`src/rtl/serial_arith_pkg.sv`:
```
// serial_arith_pkg: shared state encoding and sizing helper for the serial arithmetic blocks
package serial_arith_pkg;
  localparam logic [1:0] ST_IDLE = 2'b00;
  localparam logic [1:0] ST_RUN = 2'b01;
  localparam logic [1:0] ST_DONE = 2'b10;
  typedef enum logic [1:0] {IDLE = ST_IDLE, RUN = ST_RUN, DONE = ST_DONE} state_t;
  function automatic int clog2(input int n);
    int r;
    r = 0;
    while ((1 << r) < n) r++;
    return r;
  endfunction
endpackage

```
`src/rtl/digit_serial_addsub_if.sv`:
```
// digit_serial_addsub_if: framing, operand digit and result bundle of the digit-serial adder
interface digit_serial_addsub_if #(parameter int DIGIT_W = 1);
  logic start;
  logic sub;
  logic in_valid;
  logic [DIGIT_W-1:0] a_dig;
  logic [DIGIT_W-1:0] b_dig;
  logic in_ready;
  logic [DIGIT_W-1:0] sum_dig;
  logic sum_valid;
  logic busy;
  logic done;
  logic cout;
  logic ovf;
  modport master (
    output start, sub, in_valid, a_dig, b_dig,
    input in_ready, sum_dig, sum_valid, busy, done, cout, ovf
  );
  modport slave (
    input start, sub, in_valid, a_dig, b_dig,
    output in_ready, sum_dig, sum_valid, busy, done, cout, ovf
  );
endinterface

```
`src/rtl/digit_adder.sv`:
```
// digit_adder: combinational DIGIT_W-bit adder exposing the carry into its top bit for overflow detection
module digit_adder #(parameter int DIGIT_W = 1) (
  input  logic [DIGIT_W-1:0] i_a,
  input  logic [DIGIT_W-1:0] i_b,
  input  logic               i_cin,
  output logic [DIGIT_W-1:0] o_sum,
  output logic               o_cout,
  output logic               o_c_msb_in
);
  assign {o_cout, o_sum} = {1'b0, i_a} + {1'b0, i_b} + {{DIGIT_W{1'b0}}, i_cin};
  // top-bit sum = a ^ b ^ cin, so the incoming carry falls out by xor
  assign o_c_msb_in = o_sum[DIGIT_W-1] ^ i_a[DIGIT_W-1] ^ i_b[DIGIT_W-1];
endmodule

```
`src/rtl/digit_serial_addsub.sv`:
```
// digit_serial_addsub: LSB-first digit-serial add/subtract with Moore outputs and end-of-word carry/overflow
module digit_serial_addsub
  import serial_arith_pkg::*;
#(
  parameter int DIGIT_W = 1,
  parameter int NUM_DIGITS = 8
) (
  input logic clk,
  input logic rst,
  digit_serial_addsub_if.slave bus
);
  localparam int CW = clog2(NUM_DIGITS);
  localparam logic [CW-1:0] LAST = CW'(NUM_DIGITS - 1);
  state_t r_state;
  logic r_carry;
  logic r_sub;
  logic [CW-1:0] r_count;
  logic [DIGIT_W-1:0] r_sum;
  logic r_sum_valid;
  logic r_done;
  logic r_cout;
  logic r_ovf;
  logic w_acc;
  logic [DIGIT_W-1:0] w_bb;
  logic [DIGIT_W-1:0] w_sum;
  logic w_cout;
  logic w_c_msb_in;
  assign w_acc = (r_state == RUN) && bus.in_valid;
  assign w_bb = r_sub ? ~bus.b_dig : bus.b_dig;
  digit_adder #(.DIGIT_W(DIGIT_W)) u_add (
    .i_a(bus.a_dig),
    .i_b(w_bb),
    .i_cin(r_carry),
    .o_sum(w_sum),
    .o_cout(w_cout),
    .o_c_msb_in(w_c_msb_in)
  );
  always_ff @(posedge clk) begin
    if (rst) begin
      r_state <= IDLE;
      r_carry <= 1'b0;
      r_sub <= 1'b0;
      r_count <= '0;
      r_sum <= '0;
      r_sum_valid <= 1'b0;
      r_done <= 1'b0;
      r_cout <= 1'b0;
      r_ovf <= 1'b0;
    end else begin
      r_sum_valid <= w_acc;
      r_done <= 1'b0;
      if (r_state == IDLE && bus.start) begin
        r_state <= RUN;
        r_carry <= bus.sub;
        r_sub <= bus.sub;
        r_count <= '0;
        r_cout <= 1'b0;
        r_ovf <= 1'b0;
      end
      if (r_state == DONE) r_state <= IDLE;
      if (w_acc) begin
        r_carry <= w_cout;
        r_sum <= w_sum;
        if (r_count == LAST) begin
          r_state <= DONE;
          r_done <= 1'b1;
          r_cout <= w_cout;
          r_ovf <= w_c_msb_in ^ w_cout;
        end else begin
          r_count <= r_count + 1'b1;
        end
      end
    end
  end
  assign bus.in_ready = r_state == RUN;
  assign bus.busy = r_state != IDLE;
  assign bus.sum_dig = r_sum;
  assign bus.sum_valid = r_sum_valid;
  assign bus.done = r_done;
  assign bus.cout = r_cout;
  assign bus.ovf = r_ovf;
endmodule

```
`src/flat_wrapper.sv`:
```
// flat-port wrapper written by rule: the top's interface ports become plain ports
module digit_serial_addsub_flat import serial_arith_pkg::*;
#(
  parameter int DIGIT_W = 1,
  parameter int NUM_DIGITS = 8
)
  (clk, rst, bus_start, bus_sub, bus_in_valid, bus_a_dig, bus_b_dig, bus_in_ready, bus_sum_dig, bus_sum_valid, bus_busy, bus_done, bus_cout, bus_ovf);
  digit_serial_addsub_if #(.DIGIT_W(DIGIT_W)) bus_i ();
  input logic clk;
  input logic rst;
  input wire logic [$bits(bus_i.start)-1:0] bus_start;
  input wire logic [$bits(bus_i.sub)-1:0] bus_sub;
  input wire logic [$bits(bus_i.in_valid)-1:0] bus_in_valid;
  input wire logic [$bits(bus_i.a_dig)-1:0] bus_a_dig;
  input wire logic [$bits(bus_i.b_dig)-1:0] bus_b_dig;
  output wire logic [$bits(bus_i.in_ready)-1:0] bus_in_ready;
  output wire logic [$bits(bus_i.sum_dig)-1:0] bus_sum_dig;
  output wire logic [$bits(bus_i.sum_valid)-1:0] bus_sum_valid;
  output wire logic [$bits(bus_i.busy)-1:0] bus_busy;
  output wire logic [$bits(bus_i.done)-1:0] bus_done;
  output wire logic [$bits(bus_i.cout)-1:0] bus_cout;
  output wire logic [$bits(bus_i.ovf)-1:0] bus_ovf;
  assign bus_i.start = bus_start;
  assign bus_i.sub = bus_sub;
  assign bus_i.in_valid = bus_in_valid;
  assign bus_i.a_dig = bus_a_dig;
  assign bus_i.b_dig = bus_b_dig;
  assign bus_in_ready = bus_i.in_ready;
  assign bus_sum_dig = bus_i.sum_dig;
  assign bus_sum_valid = bus_i.sum_valid;
  assign bus_busy = bus_i.busy;
  assign bus_done = bus_i.done;
  assign bus_cout = bus_i.cout;
  assign bus_ovf = bus_i.ovf;
  digit_serial_addsub #(.DIGIT_W(DIGIT_W), .NUM_DIGITS(NUM_DIGITS)) u_core (.clk(clk), .rst(rst), .bus(bus_i));
endmodule
```
`config.mk`:
```
export PLATFORM = sky130hd
export DESIGN_NAME = digit_serial_addsub_flat
export DESIGN_NICKNAME = d
export VERILOG_FILES = /design/src/rtl/serial_arith_pkg.sv /design/src/rtl/digit_serial_addsub_if.sv /design/src/rtl/digit_adder.sv /design/src/rtl/digit_serial_addsub.sv /design/src/flat_wrapper.sv
export SDC_FILE = /design/constraint.sdc
export NUM_CORES = 1
export LEC_CHECK = 0
export CAP_MARGIN = 15
export CORE_UTILIZATION = 41
export DETAILED_ROUTE_END_ITERATION = 12
export PLACE_DENSITY = 0.81
export SLEW_MARGIN = 0
export SYNTH_ARGS = -nofsm -noshare
export SYNTH_HDL_FRONTEND = slang
export SYNTH_SLANG_ARGS = --single-unit
```
`constraint.sdc`:
```
create_clock -name clk -period 1.5 [get_ports clk]
set_input_delay 0.45 -clock clk [delete_from_list [all_inputs] [get_ports clk]]
set_output_delay 0.45 -clock clk [all_outputs]
set_load 0.02 [all_outputs]
```
# Yosys cells after proc, flatten, opt, wreduce, memory -nomap -nowiden
# Cells that the tools add are included.
op_classes:
  muxes: 17
  eq_ne: 3
  bitwise: 5
  n_reduce_logical: 6
  add_sub_neg: 3
ops:
  columns: ["operator", "count"]
  rows:
  - ["two-way mux 1 bit", 10]
  - ["two-way mux 3 bit", 3]
  - ["two-way mux 2 bit", 4]
  - ["nonzero test 2 bit", 2]
  - ["adder 3 x 1 -> 3 bit (second input constant)", 1]
  - ["equality test 3 bit (second input constant)", 1]
  - ["bitwise XOR 1 bit", 3]
  - ["adder 1 x 1 -> 2 bit", 1]
  - ["adder 2 x 1 -> 2 bit", 1]
  - ["equality test 2 x 1 -> 1 bit (second input constant)", 1]
  - ["equality test 2 bit (second input constant)", 1]
  - ["logical AND 1 bit", 2]
  - ["zero test 2 bit", 1]
  - ["inverter 1 bit", 2]
  - ["OR reduction 2 bit", 1]
word_totals:
  ff_bits: 12
  inputBits: 7

# Longest topological paths before layout
depth:
  depth_word: 9
  depth_mapped: 5
  ltp_nobuf: 5

# Hierarchy
# A second synthesis with hierarchy kept.
unflattened:
  hier_cells: 58
  hier_area_um2: 583.1
modules_own_cells:
  columns: ["mod", "cells_each", "seq_area_each_um2", "area_each_um2", "n_inst"]
  rows:
  - ["digit_serial_addsub", 56, 240.2, 539.3, 1]
  - ["digit_adder", 2, 0.0, 43.8, 1]

# Worst setup path before layout
# No wires, ideal clock.
synth_timing:
  path_kind: "input port to flip-flop"
  startpoint: "in bus_b_dig"
  endpoint: "reg u_core.r_ovf (netlist: u_core.bus.ovf)"
  setup_slack_ps: 66
  path_buffers: 0
  required_time_ps: 1429
  cell_stages: 5
  arrival_time_ps: 1364
  cell_sequence: "xnor2_1 -> fa_1 -> xnor3_1 -> nand2b_1 -> a21oi_1"
synth_via:
  elab_chain_len: 9
synth_rtl:
  columns: ["element", "line", "rtl"]
  rows:
  - ["start, declared", "flat_wrapper.sv:15", "input wire logic [$bits(bus_i.b_dig)-1:0] bus_b_dig;"]
  - ["inverter 1 bit", "digit_serial_addsub.sv:29", "assign w_bb = r_sub ? ~bus.b_dig : bus.b_dig;"]
  - ["two-way mux 1 bit (*)", "digit_serial_addsub.sv:29", null]
  - ["adder 1 x 1 -> 2 bit", "digit_adder.sv:10", "assign {o_cout, o_sum} = {1'b0, i_a} + {1'b0, i_b} + {{DIGIT_W{1'b0}}, i_cin};"]
  - ["adder 2 x 1 -> 2 bit", "digit_adder.sv:10", null]
  - ["bitwise XOR 1 bit (2 in series)", "digit_adder.sv:12", "assign o_c_msb_in = o_sum[DIGIT_W-1] ^ i_a[DIGIT_W-1] ^ i_b[DIGIT_W-1];"]
  - ["bitwise XOR 1 bit (*)", "digit_serial_addsub.sv:68", "r_ovf <= w_c_msb_in ^ w_cout;"]
  - ["two-way mux 1 bit (*)", "digit_serial_addsub.sv:64", "if (r_count == LAST) begin"]
  - ["two-way mux 1 bit (*)", "digit_serial_addsub.sv:61", "if (w_acc) begin"]
  - ["end signal, assigned", "digit_serial_addsub.sv:68", null]
  - ["end, declared", "digit_serial_addsub.sv:22", "logic r_ovf;"]
# Mark *: on every way between the ends. The rest lies on a longest branch, timed or not.
# A chain may end at the register's enable or synchronous reset.

# Worst setup path after layout
layout_timing:
  startpoint: "in bus_start"
  endpoint: "reg u_core.r_count[2]"
layout_via:
  elab_chain_len: 4
layout_rtl:
  columns: ["element", "line", "rtl"]
  rows:
  - ["start, declared", "flat_wrapper.sv:11", "input wire logic [$bits(bus_i.start)-1:0] bus_start;"]
  - ["logical AND 1 bit (*)", "digit_serial_addsub.sv:52", "if (r_state == IDLE && bus.start) begin"]
  - ["two-way mux 3 bit (*)", "digit_serial_addsub.sv:52", null]
  - ["two-way mux 3 bit", "digit_serial_addsub.sv:64", null]
  - ["two-way mux 3 bit (*)", "digit_serial_addsub.sv:61", null]
  - ["end signal, assigned", "digit_serial_addsub.sv:70", "r_count <= r_count + 1'b1;"]
  - ["end, declared", "digit_serial_addsub.sv:17", "logic [CW-1:0] r_count;"]
# Marks and branches as above.

==> out/summary.txt <==
JOB
-------------------------------------------------------------------------------------------
Max-cap check violation count                                                             0

POWER AND IR DROP
-------------------------------------------------------------------------------------------
Relative contribution of the clock network to total power                             35.7%
Internal power                                                                       544 µW
Net load switching power                                                             172 µW
Fraction of power consumed by sequential logic                                        46.9%
Cell area power density                                                          913 nW/µm²
Leakage power summed over all cells                                             0.000342 µW
IR Drop Worst-Case VDD                                                               567 µV
Share of power burned in combinational logic                                          17.3%
Net switching share of the total power                                                24.0%

FLOORPLANNING
-------------------------------------------------------------------------------------------
Horizontal die dimension                                                            39.6 µm
Number of ports placed on the die boundary                                               14
Core ar.                                                                           1300 µm²
Die Footprint                                                                      1570 µm²
Initial core utilization                                                              44.5%
Die height                                                                          39.6 µm
Std-Cell Rows                                                                            13

STA
-------------------------------------------------------------------------------------------
Hold Worst Slack                                                                   0.477 ns
Final setup violating endpoints                                                           0
Transition time at the pin with the least slew margin                              0.212 ns
Largest clock skew in the final design                                           0.00135 ns
Rel. slew slack                                                                       85.9%
Number of failing hold endpoints at the final stage                                       0
Maximum achievable frequency                                                        686 MHz
Post-layout minimum cycle time                                                      1.46 ns
Share of the cycle needed by the critical path after routing                          97.2%
Setup repair after global routing missed its margin                                    true
Setup slack of the critical path after layout                                     0.0417 ns
Max Slew Vio Count                                                                        0

PLACE
-------------------------------------------------------------------------------------------
Final GP Congestion                                                                   0.759
Port bufs                                                                                13
Minimum setup slack after placement                                               -0.493 ns
DP Wirelength                                                                        834 µm

CRITICAL PATH
-------------------------------------------------------------------------------------------
Critical path fanouts, max                                                                6
Worst Path Required                                                                 1.67 ns
Library cell contributing the largest single delay on the critical path        clkdlybuf4s50_1
Cell family with most CP delay                                                 buffers and inverters
Type of element launching the critical path                                    primary input
Longest individual stage delay on the worst path                                    0.48 ns
CP cell instances                                                              clkdlybuf4s50_1, or3b_4, buf_6, nand3_1, a21oi_1
Endpoint kind of the worst setup timing path                                       register
Critical path data arrival time                                                     1.63 ns
Total buffers and inverters traversed by the critical path                                2
Crit Path Class                                                                primary input to register

YOSYS
-------------------------------------------------------------------------------------------
Leading register cell type out of synthesis                                         dfxtp_1
Count of unique library cells instantiated by Yosys                                      25
Cell types with the highest counts after synthesis                             dfxtp_1 (12), a21oi_1 (8), nand3_1 (5)
Total nets after synthesis                                                               69
Area share of the largest cell type after synthesis                                   41.5%
Cells after synthesis                                                                    58
Top-count cell post-synth                                                           dfxtp_1
Async set-reset flop share out of synthesis                                              0%
Count of yosys warnings during synthesis                                                  0
Yosys reg bits                                                                           12
Netlist Area Pre-Place                                                              579 µm²
Post-synthesis cell type with the largest combined area                             dfxtp_1
Number of enable-type register cells in the synthesized netlist                           0
Sequential element share of the synthesized area                                      41.5%
Leading cell types by total area after synthesis                               dfxtp_1 (41%), a21oi_1 (6.9%), ha_1 (6.5%)
Post-Synthesis Mean Instance Area                                                  9.99 µm²

GLOBAL ROUTING
-------------------------------------------------------------------------------------------
Antenna violations before repair                                                          0
Grt ovf                                                                                   0
Global-route wire length before repair                                              1880 µm
Maximum number of pins on one net before global-route repair                             13
GRT Resource Usage Total                                                              19.3%
Vias in the first global route                                                          473

DETAILED ROUTING
-------------------------------------------------------------------------------------------
Count of nets left with antenna violations after detail routing                           0
Post-detailed-route via-to-cell ratio                                                  5.17
Total via count in the routed design                                                    486
Total wire length after detailed routing                                            1120 µm
Number of detailed-route iterations in the first pass                                     2
Number of DRC violations after detailed routing                                           0
Final routed wire length divided by cell count                                      11.9 µm
Number of design-rule violations left by the first detailed-router iteration              7

CELLS AND AREA
-------------------------------------------------------------------------------------------
Fraction of layout cells with a size suffix above 1                                   21.5%
Filler cell count in the final layout                                                   136
Share of the core filled with cells in the final layout                               60.3%
Total inserted antenna cells                                                              0
Count of nets after finishing                                                            91
Layout overhead on the synthesized area                                               35.4%

RUN STATUS
-------------------------------------------------------------------------------------------
Outcome                                                                           completed

CLOCKING
-------------------------------------------------------------------------------------------
CTS tree                                                                              built
Buffers inserted by post-CTS timing repair                                                0
Clock latency on the worst-skew pair                                                0.27 ns
Total of hold buffers inserted after clock tree synthesis                                 0
Depth of the CTS H-tree                                                                   1
Clk root buf                                                                       clkbuf_4
TritonCTS buffer count                                                                    3
Number of buffers on the longest clock path                                               2
Clock sink total                                                                         12
Clock slew at reported path FFs                                                     0.07 ns

WORST HOLD PATH
-------------------------------------------------------------------------------------------
Classification of the worst-slack hold path                                    register to register

## cell type report
class,count,area [µm²],area share [%]
clock buffers,4,36.3,4.63
inverters,2,7.51,0.957
multi-input cells,42,322,41.0
flip-flops and latches,12,240,30.6
well taps,15,18.8,2.39
repair buffers,19,160,20.4
## cells by family (layout without fill, tap and decap cells)
logic type | count (synthesis) | in the layout | share of synthesized area (%)
xor gates and xnor gates | 2 | 2 | 5.40
DFF | 12 | 12 | 41.5
AOI/OAI and AO/OA | 12 | 12 | 12.5
and+or+nand+nor | 24 | 24 | 26.8
adders and majority gates | 4 | 4 | 9.94
buffers and inverters | 4 | 25 | 3.89
## power groups by stage
stage	Clock [µW]	Combinational, µW	Sequential (µW)
6_report	256	124	336
5_1_grt	282	138	338
4_1_cts	265	123	336
3_5_place_dp	0	128	344
3_3_place_gp	0	124	343
2_1_floorplan	0	72.7	348
## state kept, by name (all words and copies together) (netlist names)
register,flops
u_core.r_carry,1
u_core.bus.cout,1
u_core.r_count,3
u_core.bus.sum_dig,1
u_core.bus.sum_valid,1
u_core.r_state,2
u_core.r_sub,1
u_core.bus.done,1
u_core.bus.ovf,1
## repair_timing
item | in CTS | in global routing
pin swaps | 3 | 1
gates resized for setup | 15 | 3
endpoints found under the setup margin | 11 | 7
## worst reg2reg max path, stage by stage, from the launching register on
cell and delay (ns):
dfxtp_1 0.32, ha_1 0.19, ha_1 0.22, and4bb_2 0.33
nand2b_1 0.06, a21oi_1 0.14
## cells in the final DEF (no fill, tap or decap), types with 2 or more instances in the layout
cell type	count
a211oi_1	2
a21oi_1	8
and4bb_2	2
buf_2	2
buf_4	5
clkbuf_4	3
clkdlybuf4s50_1	4
dfxtp_1	12
dlygate4sd2_1	7
ha_1	3
inv_1	2
nand2_1	3
nand2b_1	2
nand3_1	5
nor2_1	3
nor2b_1	2
## per-layer routing
layer / wire length, µm / vias to the layer above / global-route usage [%]
li1: - / 247 / -
met1: 478 / 223 / 18.1
met2: 555 / 14 / 34.4
met3: 67 / 2 / 10.2
met4: 15 / 0 / 7.76
met5: 0 / - / 0
## stage by stage
step / area, µm² / instances / setup TNS [ns] / total power (µW)
finish: 785 / 94 / 0 / 716
detailed placement: 758 / 90 / -2.79 / 472
CTS: 785 / 94 / 0 / 724
global placement: 758 / 90 / -2.46 / 467
floorplan: 579 / 58 / 0 / 421
global route: 785 / 94 / -0.00396 / 757
## worst paths after layout
check / to / cells after the start / startpoint / slack, ns
hold reg to reg: u_core.r_count[1] / 2 / u_core.r_count[1] / 0.48
hold / removal: u_core.r_count[1] / 2 / u_core.r_count[1] / 0.48
setup / recovery: u_core.r_count[2] / 5 / bus_start / 0.04
setup reg to reg: u_core.r_count[0] / 5 / u_core.r_count[0] / 0.16
No activity file was read; power rests on OpenSTA's default activity.
